--- src/rtl/ret_stack.sv ---
// Hardware return-address stack: ring buffer with saturating count and sticky error flags.
// Optional macro RET_STACK_WRAP_EN: a push while full overwrites the oldest entry instead of being dropped.
module ret_stack #(
    parameter int ADDR_W = 32,
    parameter int DEPTH  = 8
) (
    input  logic                       clk,
    input  logic                       reset,
    input  logic                       push,
    input  logic                       pop,
    input  logic [ADDR_W-1:0]          push_addr,
    input  logic                       err_clr,
    output logic [ADDR_W-1:0]          top_addr,
    output logic                       empty,
    output logic                       full,
    output logic [$clog2(DEPTH+1)-1:0] count,
    output logic                       overflow,
    output logic                       underflow
);

    localparam int PW = $clog2(DEPTH);
    localparam int CW = $clog2(DEPTH + 1);

    logic [ADDR_W-1:0] mem_q [DEPTH];
    logic [PW-1:0]     wp_q, wp_d;
    logic [CW-1:0]     cnt_q, cnt_d;
    logic              ovf_q, ovf_d;
    logic              unf_q, unf_d;

    logic              we;
    logic [PW-1:0]     waddr;
    logic [PW-1:0]     top_idx;
    logic              is_empty;
    logic              is_full;

    assign top_idx  = wp_q - PW'(1);
    assign is_empty = (cnt_q == '0);
    assign is_full  = (cnt_q == CW'(DEPTH));

    assign top_addr  = is_empty ? '0 : mem_q[top_idx];
    assign empty     = is_empty;
    assign full      = is_full;
    assign count     = cnt_q;
    assign overflow  = ovf_q;
    assign underflow = unf_q;

    // Next-state: pointer, count, flags and the single memory write port.
    always_comb begin
        wp_d  = wp_q;
        cnt_d = cnt_q;
        ovf_d = ovf_q & ~err_clr;
        unf_d = unf_q & ~err_clr;
        we    = 1'b0;
        waddr = wp_q;
        if (push && pop) begin
            if (!is_empty) begin
                we    = 1'b1;
                waddr = top_idx;
            end else begin
                we    = 1'b1;
                wp_d  = wp_q + PW'(1);
                cnt_d = cnt_q + CW'(1);
                unf_d = 1'b1;
            end
        end else if (push) begin
            if (!is_full) begin
                we    = 1'b1;
                wp_d  = wp_q + PW'(1);
                cnt_d = cnt_q + CW'(1);
            end else begin
                ovf_d = 1'b1;
`ifdef RET_STACK_WRAP_EN
                we    = 1'b1;
                wp_d  = wp_q + PW'(1);
`endif
            end
        end else if (pop) begin
            if (!is_empty) begin
                wp_d  = wp_q - PW'(1);
                cnt_d = cnt_q - CW'(1);
            end else begin
                unf_d = 1'b1;
            end
        end
    end

    // Control state register with synchronous reset.
    always_ff @(posedge clk) begin
        if (reset) begin
            wp_q  <= '0;
            cnt_q <= '0;
            ovf_q <= 1'b0;
            unf_q <= 1'b0;
        end else begin
            wp_q  <= wp_d;
            cnt_q <= cnt_d;
            ovf_q <= ovf_d;
            unf_q <= unf_d;
        end
    end

    // Entry storage; contents need no reset, writes are blocked while in reset.
    always_ff @(posedge clk) begin
        if (we && !reset) begin
            mem_q[waddr] <= push_addr;
        end
    end

endmodule

--- config.mk ---
export PLATFORM = sky130hd
export DESIGN_NAME = ret_stack
export DESIGN_NICKNAME = d
export VERILOG_FILES = /design/src/rtl/ret_stack.sv
export SDC_FILE = /design/constraint.sdc
export NUM_CORES = 1
export LEC_CHECK = 0
export CAP_MARGIN = 20
export CORE_MARGIN = 4
export CORE_UTILIZATION = 55
export CTS_CLUSTER_DIAMETER = 80
export DETAILED_ROUTE_END_ITERATION = 10
export GPL_TIMING_DRIVEN = 0
export HOLD_SLACK_MARGIN = 0.02
export PLACE_DENSITY = 0.88
export SYNTH_ARGS = -nofsm -noshare
export SYNTH_HDL_FRONTEND = slang
export SYNTH_SLANG_ARGS = --single-unit
--- constraint.sdc ---
create_clock -name clk -period 4 [get_ports clk]
set_input_delay 0.8 -clock clk [delete_from_list [all_inputs] [get_ports clk]]
set_output_delay 0.8 -clock clk [all_outputs]
set_load 0.01 [all_outputs]
==> Yosys cells after proc, flatten, opt, wreduce, memory -nomap -nowiden <==
Memories as Yosys holds them, arrays and structs flattened.
Cells that the tools add are included.
{ "classes": {"addsub": 4, "n_eq_ne": 4, "muxes": 26, "bitwise": 3, "reduce_logical": 7} }
{ "ops": {"columns": ["operator", "count"], "rows": [
  ["two-way mux 32 bit", 1],
  ["two-way mux 4 bit", 6],
  ["two-way mux 3 bit", 7],
  ["two-way mux 1 bit", 12],
  ["inequality test 3 x 2 -> 1 bit (second input constant)", 2],
  ["adder 4 x 1 -> 4 bit (second input constant)", 1],
  ["equality test 4 bit (second input constant)", 1],
  ["zero test 4 bit", 1],
  ["AND reduction 4 bit", 1],
  ["subtractor 4 x 1 -> 4 bit (second input constant)", 1],
  ["adder 3 x 1 -> 3 bit (second input constant)", 1],
  ["AND reduction 3 bit", 1],
  ["nonzero test 3 bit", 1],
  ["subtractor 3 x 1 -> 3 bit (second input constant)", 1],
  ["AND 1 bit", 2],
  ["logical AND 1 bit", 2],
  ["inequality test 2 bit (second input constant)", 1],
  ["zero test 1 bit", 1],
  ["NOT 1 bit", 1]
]} }
{ "totals": {"reg_bits": 9, "ramBits": 256, "memories": 1, "input_bits": 37} }
{ "memory_table": {"columns": ["memory", "words", "width", "read_ports", "rd_clocked_by_memory_dff", "wr", "line_no", "text"], "rows": [
  ["mem_q", 8, 32, 1, 0, 1, "24", "logic [ADDR_W-1:0] mem_q [DEPTH];"]
]} }

==> Depth between registers and ports, before layout <==
{ "depth": {"ltp_word": 7, "depth_mapped": 10} }

==> Least setup slack after synthesis <==
No wires, ideal clock.
{ "synth_path": {"path_type": "flip-flop to flip-flop", "start": "reg wp_q[0]", "end": "mem mem_q[6][0], enable pin", "required_ns": 3.579, "arrival_ns": 3.217, "period_less_slack_ns": 3.638, "setup_time_ns": 0.421, "path_slack_ns": 0.362, "stages_incl_launch_ff": 11, "cell_sequence": "dfxtp_1 buf_2 buf_4 inv_1 ha_1 clkbuf_1 buf_2 buf_2 a2111oi_0 a31oi_1 nor2_1"} }
{ "synth_between": {"elab_chain_cells": 3} }
{ "synth_rtl": {"columns": ["element", "line_no", "text"], "rows": [
  ["start, declared", "25", "logic [PW-1:0] wp_q, wp_d;"],
  ["start signal, assigned", "95", "wp_q <= wp_d;"],
  ["subtractor 3 x 1 -> 3 bit", "36", "assign top_idx = wp_q - PW'(1);"],
  ["two-way mux 3 bit", null, null],
  ["two-way mux 3 bit *", "55", "if (push && pop) begin"],
  ["end, declared", "24", null]
]} }
Every way passes the cells marked *; elsewhere a longest branch is shown, timed or not.

==> Worst setup path after layout <==
{ "layout_path": {"start": "reg wp_q[0]", "end": "out top_addr[22]"} }
{ "layout_between": {"elab_chain_cells": 3} }
{ "layout_rtl": {"columns": ["element", "line_no", "text"], "rows": [
  ["subtractor 3 x 1 -> 3 bit", "36", null],
  ["memory (8 x 32 bit)", null, null],
  ["two-way mux 32 bit", "40", "assign top_addr = is_empty ? '0 : mem_q[top_idx];"],
  ["end, declared", "13", "output logic [ADDR_W-1:0] top_addr,"]
]} }
No other way between the ends.

==> results.ini <==
[synthesis]
synth-xor-area-share=0.0008368
synth-simple-area-share=0.04543
synth-main-ff-cell=edfxtp_1
synth.avg_cell_area_um2=19.06
synth_top_family_by_area=multiplexers
synth_compound_area_frac=0.03598
syn-cell-area_um2=10470
synthArstFlopShare=0
synth_cell_types=41
yosysWarnings=0
ys_ff_latch=265
synth_edf_count=256
synthAdderAreaFrac=0.004782
syn-num-nets=590
syn_inst=549
yosysSeqAreaShare=0.7517
synthMuxAreaShare=0.1419

[run_status]
status=finished, final reports clean

[sta]
max_freq_ghz=0.2545
slew_headroom=0.3801
finClkSkew_ns=0.01216
drv_slew=0
min_period_ns=3.930
post-route-period-util=0.9825
tns_ns=0
setup_viol=0
tightest_slew_ns=0.9237
grt_setup_unrepaired=yes
final-hold-violation-count=0

[worst_setup_path]
cp.arrival_ns=3.13
path_max_fanout=10
crit_path_frequent_cell=buf_6
slowest_stage=clkdlybuf4s50_1
endpoint_kind=output pin
slowest_delay_ns=0.58
crit_type=flip-flop to output pin
crit_cells=10
startpoint_type=flip-flop
cp.required_ns=3.20
crit_family=buffers and inverters
worst-r2r-cell-count=10
worstPathBufferInverterCount=6
path_cells=clkbuf_4 -> buf_8 -> inv_1 -> ha_4 -> buf_6 -> buf_6 -> mux4_2 -> nand2_1 -> a21oi_1 -> clkdlybuf4s50_1

[clock_network]
cts_buffers=26
clockRootBuffer=clkbuf_16
clk_pin_slew_worst_paths_ns=0.06
clk_path_buf_depth=3
cts_tree=built
clkSinkCount=265
clk_latency_ns=0.52
htree_levels=1
post_cts_buffers=0

[floorplan]
initial_core_util=0.5595
boundaryPins=77
die_w_um=145.9
row_count=50
die_area_um2=21300
coreArea_um2=18710
die_h_um=145.9

[final_layout]
n_fill_cell=1106
fin_nets=700
n_antenna_cell=0
drive_gt1_frac=0.2330
stdcell_area_um2=12720
seqCellArea_um2=7868
utilization=0.6801
area_delta_synth_final_pct=21.55
multi_input_area_um2=2487
finalNonFillerCells=912

[routing]
drtAntennaViolNets=0
drc=0
drt_iter0_markers=712
firstDrtPassIters=6
via_per_inst=6.260
routedWlPerCell_um=25.93
wl_um=23650
vias=5709

[placement]
routabilityCongestion=0.8188
placed_cell_area_um2=11770
dp_cells=867
dp_hpwl_um=14000
port_buffers=76

[run]
drv_cap=0

[hold_path]
hp-class=flip-flop to flip-flop
holdPathStages=2

[global_route]
grt_pass1_vias=6059
grt.total_usage=0.2261
antenna_found_initial=0
grt_max_degree=21
grt_overflow=0
grt_pass1_wl_um=36820

[power]
vdd_drop_max_uv=442.3
p_leak_uw=0.004199
powerDensity_nw_per_um2=672.8

## cell usage in the layout (no fill, tap or decap), drive strengths merged, types with 2 or more instances in the layout
cell / netlist / layout
buf: 24 / 32
nand2b: 4 / 4
a2111oi: 4 / 4
dfxtp: 9 / 9
a211oi: 5 / 5
a31oi: 3 / 3
a21oi: 40 / 40
nand3: 2 / 2
inv: 8 / 8
clkinv: 0 / 13
and3: 2 / 2
mux2: 3 / 3
edfxtp: 256 / 256
ha: 4 / 4
dlygate4sd2: 0 / 8
o21ai: 4 / 4
mux4: 64 / 64
clkbuf: 8 / 36
clkdlybuf4s50: 0 / 63
bufinv: 0 / 3
dlymetal6s2s: 0 / 5
nor2b: 8 / 8
nand2: 69 / 69
nor2: 14 / 14
nor3: 4 / 4
## power by group
group          internal [µW]  leakage, µW  switching (µW)
Sequential              3230      0.00239            67.4
Clock                   1420     0.000411             989
Combinational           1300      0.00140            1550
## layout make-up
| cell class | count | area share |
|---|---|---|
| clock inverter | 17 | 0.01259 |
| clock buffer | 30 | 0.05399 |
| multi-input combinational | 244 | 0.1955 |
| inverter | 8 | 0.002360 |
| buffer | 30 | 0.01918 |
| sequential | 265 | 0.6184 |
| tap | 234 | 0.02301 |
| timing repair buffer | 84 | 0.07494 |
## cells in the mapped netlist, types with 2 or more instances
cell type | number | area (µm²)
a31oi_1 | 3 | 18.77
dfxtp_1 | 9 | 180.2
nand2b_1 | 4 | 25.02
a211oi_1 | 5 | 37.54
and3_1 | 2 | 12.51
edfxtp_1 | 256 | 7687
a2111oi_0 | 4 | 35.03
nor3_1 | 4 | 20.02
ha_1 | 4 | 50.05
nor2b_1 | 8 | 50.05
buf_2 | 15 | 75.07
mux2_1 | 2 | 22.52
buf_4 | 7 | 52.55
nand3_1 | 2 | 10.01
o21ai_1 | 2 | 10.01
o21ai_0 | 2 | 10.01
mux4_2 | 64 | 1441
a21oi_1 | 40 | 200.2
nor2_1 | 14 | 52.55
inv_1 | 7 | 26.28
nand2_1 | 68 | 255.2
clkbuf_1 | 8 | 30.03
## flip-flops by register name, summed over array words and instances, names as in the netlist
signal	flops
mem_q	256
count	4
wp_q	3
overflow	1
underflow	1
## layer usage
layer | wire (µm) | share of wire | global-route usage | vias to the layer above
met1 | 8912 | 0.38 | 0.3082 | 2904
li1 | - | - | - | 2420
met2 | 12120 | 0.51 | 0.3819 | 334
met4 | 398 | 0.017 | 0.06078 | 0
met5 | 0 | 0 | 0 | -
met3 | 2215 | 0.094 | 0.04173 | 51
## per-stage QoR
step                hold WS [ns]  setup slack, ns  power, µW
global route              0.5730         -0.06078       8915
detailed placement        0.5373         0.006857       6057
CTS                       0.5461         0.001879       8577
global placement          0.5190           -1.303       5899
floorplan                 0.5376           0.3620       4889
finish                    0.5450          0.07020       8560
## path summary, 6_finish.rpt
path	startpoint	to	slack [ns]
hold / removal	count[1]	count[1]	0.55
setup reg to reg	wp_q[0]	mem_q[6][9]	0.66
setup / recovery	wp_q[0]	top_addr[22]	0.07
hold reg to reg	count[1]	count[1]	0.55
## kinds of logic after synthesis
group,Yosys count
XOR/XNOR,1
AO/OA/AOI/OAI,62
adder cells (fa/ha/maj),4
AND/OR/NAND/NOR,109
buffers and inverters,40
flip-flops,265
multiplexers,68
## repair_timing
item                                    in CTS  in global routing
pin swaps                                    0                  0
endpoints found under the setup margin      32                 25
gates resized for setup                     39                 12
hold buffers                                 0                  0
## worst min-delay path: stages, from the launching register on
cell and delay [ns]:
dfxtp_1 0.35, nand3_1 0.09, a21oi_1 0.06
(Power assumes the default switching activity.)
